`config.mk`:
```
export PLATFORM = sky130hd
export DESIGN_NAME = btn_conditioner
export DESIGN_NICKNAME = d
export VERILOG_FILES = /design/src/rtl/btn_conditioner.sv
export SDC_FILE = /design/constraint.sdc
export NUM_CORES = 1
export LEC_CHECK = 0
export CAP_MARGIN = 5
export CORE_ASPECT_RATIO = 1.25
export CORE_MARGIN = 3
export CORE_UTILIZATION = 50
export CTS_CLUSTER_DIAMETER = 100
export DETAILED_ROUTE_END_ITERATION = 10
export DONT_BUFFER_PORTS = 1
export GPL_TIMING_DRIVEN = 0
export PLACE_DENSITY_LB_ADDON = 0.08
export SLEW_MARGIN = 10
export SYNTH_ARGS = -nofsm -noshare
export SYNTH_HDL_FRONTEND = slang
export SYNTH_SLANG_ARGS = --single-unit
```
`constraint.sdc`:
```
create_clock -name cclk_i -period 5.25 [get_ports cclk_i]
set_input_delay 1.05 -clock cclk_i [delete_from_list [all_inputs] [get_ports cclk_i]]
set_output_delay 1.05 -clock cclk_i [all_outputs]
set_load 0.05 [all_outputs]
```
`src/rtl/btn_conditioner.sv`:
```
// btn_conditioner: synchronises a raw push-button pin, debounces it with a hold-stable
// counter and emits registered PRESS / RELEASE / LONG_PRESS pulses plus the clean level.
module btn_conditioner #(
  parameter int DEBOUNCE_CYCLES = 500000,
  parameter int HOLD_CYCLES     = 50000000,
  parameter int CNT_W           = 26
) (
  input  logic cclk_i,
  input  logic rst_i,
  input  logic btn_i,
  output logic level_o,
  output logic press_o,
  output logic release_o,
  output logic long_press_o
);

  localparam logic [1:0] IDLE_LOW  = 2'd0;
  localparam logic [1:0] WAIT_HIGH = 2'd1;
  localparam logic [1:0] IDLE_HIGH = 2'd2;
  localparam logic [1:0] WAIT_LOW  = 2'd3;

  localparam logic [CNT_W-1:0] DCNT_MAX = CNT_W'(DEBOUNCE_CYCLES - 1);

  logic             sync1_q, sync2_q;
  logic [1:0]       state_q, state_d;
  logic [CNT_W-1:0] dcnt_q, dcnt_d;
  logic             level_q, level_d;
  logic             press_q, press_d;
  logic             release_q, release_d;

  always_ff @(posedge cclk_i or posedge rst_i) begin
    if (rst_i) begin
      sync1_q <= 1'b0;
      sync2_q <= 1'b0;
    end else begin
      sync1_q <= btn_i;
      sync2_q <= sync1_q;
    end
  end

  // Any sample that agrees with the current level drops back to the idle state,
  // so dcnt only ever counts an unbroken run of disagreeing samples.
  always_comb begin
    state_d   = state_q;
    dcnt_d    = dcnt_q;
    level_d   = level_q;
    press_d   = 1'b0;
    release_d = 1'b0;
    case (state_q)
      IDLE_LOW: begin
        if (sync2_q) begin
          state_d = WAIT_HIGH;
          dcnt_d  = '0;
        end
      end
      WAIT_HIGH: begin
        if (!sync2_q) begin
          state_d = IDLE_LOW;
        end else if (dcnt_q == DCNT_MAX) begin
          state_d = IDLE_HIGH;
          level_d = 1'b1;
          press_d = 1'b1;
        end else begin
          dcnt_d = dcnt_q + CNT_W'(1);
        end
      end
      IDLE_HIGH: begin
        if (!sync2_q) begin
          state_d = WAIT_LOW;
          dcnt_d  = '0;
        end
      end
      WAIT_LOW: begin
        if (sync2_q) begin
          state_d = IDLE_HIGH;
        end else if (dcnt_q == DCNT_MAX) begin
          state_d   = IDLE_LOW;
          level_d   = 1'b0;
          release_d = 1'b1;
        end else begin
          dcnt_d = dcnt_q + CNT_W'(1);
        end
      end
      default: state_d = IDLE_LOW;
    endcase
  end

  always_ff @(posedge cclk_i or posedge rst_i) begin
    if (rst_i) begin
      state_q   <= IDLE_LOW;
      dcnt_q    <= '0;
      level_q   <= 1'b0;
      press_q   <= 1'b0;
      release_q <= 1'b0;
    end else begin
      state_q   <= state_d;
      dcnt_q    <= dcnt_d;
      level_q   <= level_d;
      press_q   <= press_d;
      release_q <= release_d;
    end
  end

  assign level_o   = level_q;
  assign press_o   = press_q;
  assign release_o = release_q;

  generate
    if (HOLD_CYCLES == 0) begin : g_no_hold
      assign long_press_o = 1'b0;
    end else begin : g_hold
      localparam logic [CNT_W-1:0] HCNT_MAX = CNT_W'(HOLD_CYCLES - 1);

      logic [CNT_W-1:0] hcnt_q, hcnt_d;
      logic             fired_q, fired_d;
      logic             long_q, long_d;

      // A release on the threshold edge wins, keeping one pulse per cycle.
      always_comb begin
        hcnt_d  = hcnt_q;
        fired_d = fired_q;
        long_d  = 1'b0;
        if (press_d) begin
          hcnt_d  = '0;
          fired_d = 1'b0;
        end else if (level_q) begin
          if (hcnt_q != HCNT_MAX) begin
            hcnt_d = hcnt_q + CNT_W'(1);
          end
          if (hcnt_d == HCNT_MAX && !fired_q && !release_d) begin
            long_d  = 1'b1;
            fired_d = 1'b1;
          end
        end
      end

      always_ff @(posedge cclk_i or posedge rst_i) begin
        if (rst_i) begin
          hcnt_q  <= '0;
          fired_q <= 1'b0;
          long_q  <= 1'b0;
        end else begin
          hcnt_q  <= hcnt_d;
          fired_q <= fired_d;
          long_q  <= long_d;
        end
      end

      assign long_press_o = long_q;
    end
  endgenerate

endmodule

```
After elaboration in Yosys (flattened, before gate mapping). Cells that the tools add are included.

Input port bits: 3. Word-level logic and storage cells: 72. Output and inout port bits: 4. Register bits after elaboration: 61.

Reduce and logical (&&, ||, !) cells: 12. $add $sub $neg: 2. Equality and inequality tests: 14. Muxes and demuxes: 34.

Operator list (number): 26-bit 2-to-1 mux (10); 26-bit case mux with 4 select lines (1); 26-bit by 1-bit adder with 26-bit output, second input constant (2); 26-bit by 19-bit == test with 1-bit output, second input constant (1); 26-bit == test, second input constant (1); 26-bit != test, second input constant (1); 1-bit 2-to-1 mux (15); 2-bit 2-to-1 mux (6); 2-bit != test, second input constant (6); 2-bit case mux with 4 select lines (1); 4-bit AND reduction (2); 3-bit != test, second input constant (2); 2-bit nonzero test (3); 5-bit AND reduction (1); 2-bit == test, second input constant (2); 2-bit by 1-bit == test with 1-bit output, second input constant (1); 1-bit logical AND (2); 1-bit zero test (2); 2-bit zero test (1); 1-bit case mux with 2 select lines (1); 2-bit AND reduction (1).

Depth between registers and ports, before layout. Gate-level depths: netlist of the first run.

Depth after elaboration: 11. Gate-level depth with buffers: 9. Mapped depth without buffers: 7.

Least setup slack after synthesis of the first run. No wires, ideal clock.

Kind: register to register. Start point: reg g_hold.hcnt_q[0]. End point: reg g_hold.fired_q. Required time: 5155 ps. Path slack: 2861 ps. Period minus slack after synthesis: 2389 ps. Setup time: 95 ps. Stages on the path, launching flop included: 9. Data arrival time: 2294 ps. Buffers on the path: 1. Path through: dfrtp_1 > ha_1 > nand3_2 > or2_0 > clkbuf_2 > or4_1 > a22oi_1 > or4b_4 > o32ai_2.

Cells in the longest elaborated chain, start to end: 9. Elaborated cells on any way between the ends: 10. Classes of those cells: add/sub: 1; eq/ne: 2; mux: 3; reduce/logical: 4.

RTL lines: start, declared (line 114) `logic [CNT_W-1:0] hcnt_q, hcnt_d;`; start signal, assigned (line 143) `hcnt_q <= hcnt_d;`; 26-bit by 1-bit adder with 26-bit output or 26-bit != test (tied branches) (line 128, 127); 26-bit 2-to-1 mux * (line 127) `if (hcnt_q != HCNT_MAX) begin`; 26-bit 2-to-1 mux * (line 126) `end else if (level_q) begin`; 26-bit 2-to-1 mux * (line 123) `if (press_d) begin`; 26-bit == test * (line 130) `if (hcnt_d == HCNT_MAX && !fired_q && !release_d) begin`; 1-bit logical AND * (2 in series) (line 130); 2-bit nonzero test (no source line) *; 2-bit AND reduction (no source line) *; end signal, assigned (line 144) `fired_q <= fired_d;`; end, declared (line 115) `logic fired_q, fired_d;`.

Every way passes the cells marked *; elsewhere a longest branch is shown, timed or not. The select of a mux whose other input is x is not followed. A chain may end at the register's enable or synchronous reset.

Worst setup path in the final report of the first run.
Start point: reg dcnt_q[20]. End point: reg g_hold.hcnt_q[10].

Cells in the longest elaborated chain, start to end: 5. Elaborated cells on any way between the ends: 6. Classes of those cells: eq/ne: 1; mux: 4; reduce/logical: 1.

RTL lines: start, declared (line 26) `logic [CNT_W-1:0] dcnt_q, dcnt_d;`; start signal, assigned (line 97) `dcnt_q <= dcnt_d;`; 26-bit by 19-bit == test with 1-bit output * (line 59) `end else if (dcnt_q == DCNT_MAX) begin`; 1-bit 2-to-1 mux * (line 59); 1-bit 2-to-1 mux * (line 57) `if (!sync2_q) begin`; 1-bit 2-to-1 mux * (line 49) `case (state_q)`; 26-bit 2-to-1 mux or 2-bit nonzero test (tied branches).

Every way passes the cells marked *; elsewhere a longest branch is shown, timed or not.

==> impl_metrics.ini, run 1 <==
[outcome]
run_status = complete, no violations

[timing]
rsz0062_at_grt = no
post-route-period-util_pct = 54.6
setup_tns_ns = 0
fmax_mhz = 349
hold_ws_ns = 0.372
worst_pin_slew_ns = 0.791
setup_violations = 0
slew_violations = 0
clock_skew_ns = 0.00917
min_period_ns = 2.87
hold_violations = 0
slew_headroom_pct = 47.0

[die]
die_w_um = 81.7
num_rows = 33
start_util_pct = 53.0
fp.dieH_um = 101
core_area_sq_mm = 0.00677
io_pins = 7
dieArea_sq_mm = 0.00823

[grt]
antenna_found_initial = 0
grt.total_usage_pct = 21.9
gr-total-overflow = 0
grt_pass1_wl_um = 13900
grt_max_degree = 62
grt_pass1_vias = 2818

[critical_path]
crit_path_end_kind = register
path_buf_inv = 1
max_stage_delay_ns = 0.69
cp.depth = 7
reg2reg_slack_ns = 2.38
crit_path_max_fanout = 10
cp_top_family = simple AND/OR/NAND/NOR gates
worst_r2r_endpoint = g_hold.hcnt_q[10]
critPathLaunchType = register
reg2reg_depth = 7
cp.arrival_ns = 3.07
worstPathCellList = nor4_1 -> nand2_1 -> nor4_1 -> nand2_1 -> nor3b_2 -> clkbuf_1 -> nor2_1
reg2reg_from = dcnt_q[20]
cp_slowest_cell = nor3b_2
worstPathRequired_ns = 5.45
crit_type = reg2reg

[synth]
synth_top_cell_by_area = dfrtp_1
synth_area_sq_mm = 0.00359
synth_area_leaders = dfrtp_1, nor2_1, xor2_1
ys.flop_type = dfrtp_1
synth-edff-count = 0
yosysUniqueCellTypes = 51
yosys-top-cells-count = dfrtp_1, nor2_1, nand2_1, nand3_1, xor2_1
yosys.cell_count.top_type = dfrtp_1
synth_cells = 411
yosys_warnings = 0
yosysSeqAreaShare_pct = 42.6
yosysTopAreaCellShare_pct = 42.6
synth_nets = 416
avgSynthCellArea_sq_um = 8.72
ys_async_sr_fraction_pct = 100
yosys_register_bits = 61

[cells_and_area]
n_antenna_cell = 0
stdcell_count = 514
num-fill-cells = 603
final_nets = 427
drive_gt1_share_pct = 10.1
area_growth_pct = 8.48

[routing]
drc = 0
ant_nets = 0
dr.first_iter.drc_count = 167
routed_wl_um = 7990
via_per_inst = 5.80
wl_per_cell_um = 15.5
vias = 2982
dr.pass1.iters = 4

[cts]
root_buffer = clkbuf_8
clk_pin_slew_ns = 0.07
clock_sinks = 61
tritoncts = built
clock_path_buffers = 2
cts_made_buffers = 9
post_cts_resized = 0
hold_buffers = 0
cts-htree-levels = 3
clk_latency_ns = 0.34
post_cts_buffers = 0

[placed_design]
gp_congestion = 0.862
placed_cells = 498
dp_hpwl_um = 5710
portBuffers = 0

[power]
power_density_mw_per_mm2 = 238
p_leak_nw = 1.60
peakVddDrop_mv = 0.180

[hold_path]
hold_end = sync2_q
hold_depth = 0
hp-start = sync1_q
min_path_type = reg2reg

[run]
maxCapViolations = 0
==> logic make-up after synthesis <==
group,count (synthesis),share of synthesized area (%)
compound gates,52,9.11
xor+xnor,41,10.0
fa+ha+maj,2,0.698
buf+inv,38,4.88
flops,61,42.6
mux,2,0.558
simple gates,215,32.2
==> worst register-to-register path: stages (launching register included) <==
cell and delay, ns:
dfrtp_1 0.41, nor4_1 0.66, nand2_1 0.11, nor4_1 0.18, nand2_1 0.15, nor3b_2 0.69
clkbuf_1 0.43, nor2_1 0.11
==> state kept, by name (all words and copies together) (netlist names), named ones only <==
signal and flops:
sync1_q 1, state_q 1, g_hold.hcnt_q 26, dcnt_q 26, long_press_o 1, press_o 1, release_o 1, sync2_q 1
g_hold.fired_q 1, level_o 1
==> power by group <==
group | internal [W] | total [W] | switching [W]
sequential | 0.000475 | 0.000481 | 0.00000569
clock | 0.000231 | 0.000419 | 0.000188
combinational | 0.00000722 | 0.0000281 | 0.0000209
total | 0.000713 | 0.000928 | 0.000214
==> how the worst max path moves through the flow <==
stage | from | endpoint
after floorplan | rst_i | asynchronous set/reset pin
after global placement | rst_i | g_hold.hcnt_q[15]
after detailed placement | dcnt_q[20] | g_hold.hcnt_q[11]
after CTS | dcnt_q[20] | g_hold.hcnt_q[10]
after global routing | dcnt_q[20] | g_hold.hcnt_q[15]
final | dcnt_q[20] | g_hold.hcnt_q[10]
==> layer usage <==
| metal | global-route usage [%] | part of all wire [%] | vias to the layer above |
|---|---|---|---|
| li1 | - | - | 1474 |
| met1 | 26.4 | 43 | 1433 |
| met2 | 36.8 | 50 | 50 |
| met3 | 4.20 | 3.0 | 25 |
| met4 | 10.6 | 3.8 | 0 |
| met5 | 0 | 0 | - |
==> layout make-up <==
cell class	count	area [sq um]	share of cell area [%]
inverter	14	55.1	1.42
sequential	61	1530	39.2
clock buffer	12	145	3.73
clock inverter	4	47.5	1.22
tap	87	109	2.80
buffer	24	123	3.15
multi-input combinational	312	1880	48.4
==> cells in the final DEF (no fill, tap or decap), types with 2 or more instances in the layout <==
cell,instances
nor4b_1,6
mux2i_1,2
clkbuf_8,10
and3_1,7
ha_1,2
nand3_2,3
nand4_1,13
and4_1,10
a21o_1,3
o21ai_0,11
nor2_1,54
dfrtp_1,61
a211oi_1,2
clkbuf_1,12
a31o_2,2
xnor2_1,20
clkinv_2,2
or3_1,9
a31oi_1,3
nand2_1,43
buf_2,7
buf_4,6
nand3_1,24
and3_2,2
nor3_1,15
inv_1,13
and2_1,2
a22oi_1,2
or4_1,2
nor4_1,12
a21oi_1,19
o22ai_1,2
xor2_1,21
nor3b_1,3
==> metrics by stage <==
step / total power, W / instance area [sq um] / worst slack [ns] / util (%)
floorplan: 0.000510 / 3590 / 2.69 / -
global placement: 0.000518 / 3690 / 2.03 / 54.6
detailed placement: 0.000519 / 3700 / 2.35 / 54.6
CTS: 0.000940 / 3890 / 2.36 / 57.4
global route: 0.000967 / 3890 / 2.14 / 57.4
finish: 0.000928 / 3890 / 2.38 / 57.4
Note: power is estimated with default switching activity, not from simulation.
==> run 2, diff against run 1 <==
==> constraint.sdc (replaced) <==
create_clock -name cclk_i -period 2.53 [get_ports cclk_i]
set_input_delay 0.506 -clock cclk_i [delete_from_list [all_inputs] [get_ports cclk_i]]
set_output_delay 0.506 -clock cclk_i [all_outputs]
set_load 0.05 [all_outputs]
==> impl_metrics.ini, run 2 (synthesis gave the netlist of run 1 again) <==
[outcome]
run_status = complete, no violations

[power]
combPwrFrac_pct = 3.1
switchingPower_w = 0.000448
pwr-share-seq_pct = 51.7
sw_frac_of_total_pct = 23.2
pwr-share-clk_pct = 45.2
power_density_mw_per_mm2 = 484
p_int_w = 0.00148
peakVddDrop_mv = 0.373
p_leak_nw = 1.63

[critical_path]
reg2reg_slack_ns = 0.07
reg2reg_from = g_hold.hcnt_q[0]
worstPathRequired_ns = 2.77
crit_path_end_kind = register
path_buf_inv = 1
cp_slowest_cell = or4b_4
cp_top_family = simple AND/OR/NAND/NOR gates
critPathLaunchType = register
cp.arrival_ns = 2.70
crit_start = g_hold.hcnt_q[0]
crit_path_max_fanout = 8
crit_type = reg2reg
max_stage_delay_ns = 0.51
worstPathCellList = ha_4 -> nand3_2 -> or2_0 -> buf_2 -> or4_1 -> a22oi_2 -> or4b_4 -> o32ai_2

[timing]
setup_violations = 0
hold_ws_ns = 0.169
slew_violations = 0
slew_headroom_pct = 51.3
post-route-period-util_pct = 97.1
rsz0062_at_grt = yes
fin_ws_ns = 0.0734
min_period_ns = 2.46
fmax_mhz = 407
clock_skew_ns = 0.00899
setup_tns_ns = 0
worst_pin_slew_ns = 0.731
hold_violations = 0

[cts]
clock_sinks = 61
hold_buffers = 0
clk_pin_slew_ns = 0.07
cts_made_buffers = 9
clock_path_buffers = 2
clk_latency_ns = 0.34
root_buffer = clkbuf_8
cts-htree-levels = 3
tritoncts = built

[placed_design]
post-place-ws_ns = -0.374
gp_congestion = 0.862
dp_hpwl_um = 5710
portBuffers = 0

[routing]
dr.pass1.iters = 4
ant_nets = 0
dr.first_iter.drc_count = 184
drc = 0
routed_wl_um = 8150
vias = 2975
wl_per_cell_um = 15.7
via_per_inst = 5.73

[hold_path]
min_path_type = in2async

[die]
core_area_sq_mm = 0.00677
die_w_um = 81.7
num_rows = 33
fp.dieH_um = 101
dieArea_sq_mm = 0.00823
start_util_pct = 53.0
io_pins = 7

[cells_and_area]
final_cell_mix = dfrtp_1, nor2_1, nand2_1
n_antenna_cell = 0
multiInputGateArea_sq_mm = 0.00194
final_nets = 432
fin_util_pct = 58.9
area_growth_pct = 11.2
largestRegisters = dcnt_q: 26 flops, g_hold.hcnt_q: 26 flops
num-fill-cells = 599
layout_commonest_cell = dfrtp_1
drive_gt1_share_pct = 14.4
seq_area_sq_mm = 0.00153

[grt]
grt_pass1_wl_um = 13900
grt_pass1_vias = 2860
gr-total-overflow = 0
grt_max_degree = 62
grt.total_usage_pct = 22.0
antenna_found_initial = 0

[run]
maxCapViolations = 0
==> run 2: changes by cell type in the layout (fill, tap and decap cells not counted), moves of 2 or more <==
| cell | previous run | this run |
|---|---|---|
| clkbuf_1 | 12 | 10 |
| nor4_1 | 12 | 10 |
| buf_4 | 6 | 11 |
| dfrtp_1 | 61 | 57 |
| nor4_2 | 0 | 2 |
| dfrtp_2 | 0 | 4 |
==> run 2: timing repair <==
| item | in CTS | in global routing |
|---|---|---|
| pin swaps | 1 | 0 |
| resized for setup | 7 | 13 |
| gates cloned | 0 | 0 |
| setup buffers | 5 | 0 |
| setup endpoints to repair | 29 | 25 |
==> run 2: per-stage QoR <==
stage / cells / power, W / area [sq um]
after floorplan: 411 / 0.00106 / 3590
after global placement: 498 / 0.00108 / 3690
after detailed placement: 498 / 0.00108 / 3700
after CTS: 519 / 0.00195 / 3960
after global routing: 519 / 0.00201 / 3990
final: 519 / 0.00193 / 3990
==> run 2: path summary, 6_finish.rpt <==
kind                                endpoint  cells past startpoint
setup / recovery              g_hold.fired_q                      8
hold / removal              g_hold.hcnt_q[7]                      1
setup reg to reg              g_hold.fired_q                      8
hold reg to reg                      sync2_q                      0
max in group asynchronous  g_hold.hcnt_q[17]                      1
min in group cclk_i                  sync1_q                      0
==> run 2: area by class of cell <==
cell class / instances / area share, %
inverters: 14 / 1.38
well taps: 87 / 2.73
multi-input cells: 312 / 48.5
clock buffers: 12 / 3.64
plain buffers: 24 / 3.20
clock inverters: 4 / 1.19
flip-flops and latches: 61 / 38.4
repair buffers: 5 / 0.941
==> run 2: metal layers <==
| layer | up-vias | part of all wire [%] | GRT usage [%] |
|---|---|---|---|
| met2 | 53 | 52 | 37.5 |
| met1 | 1429 | 43 | 26.3 |
| li1 | 1479 | - | - |
| met5 | - | 0 | 0 |
| met3 | 14 | 2.7 | 4.20 |
| met4 | 0 | 2.6 | 10.2 |
==> run 2: power by group through the flow <==
| stage | Clock (W) | Sequential [W] | Combinational, W |
|---|---|---|---|
| floorplan | 0 | 0.00101 | 0.0000461 |
| global placement | 0 | 0.00102 | 0.0000593 |
| detailed placement | 0 | 0.00102 | 0.0000607 |
| CTS | 0.000892 | 0.000997 | 0.0000613 |
| global route | 0.000938 | 0.000999 | 0.0000702 |
| finish | 0.000872 | 0.000997 | 0.0000594 |
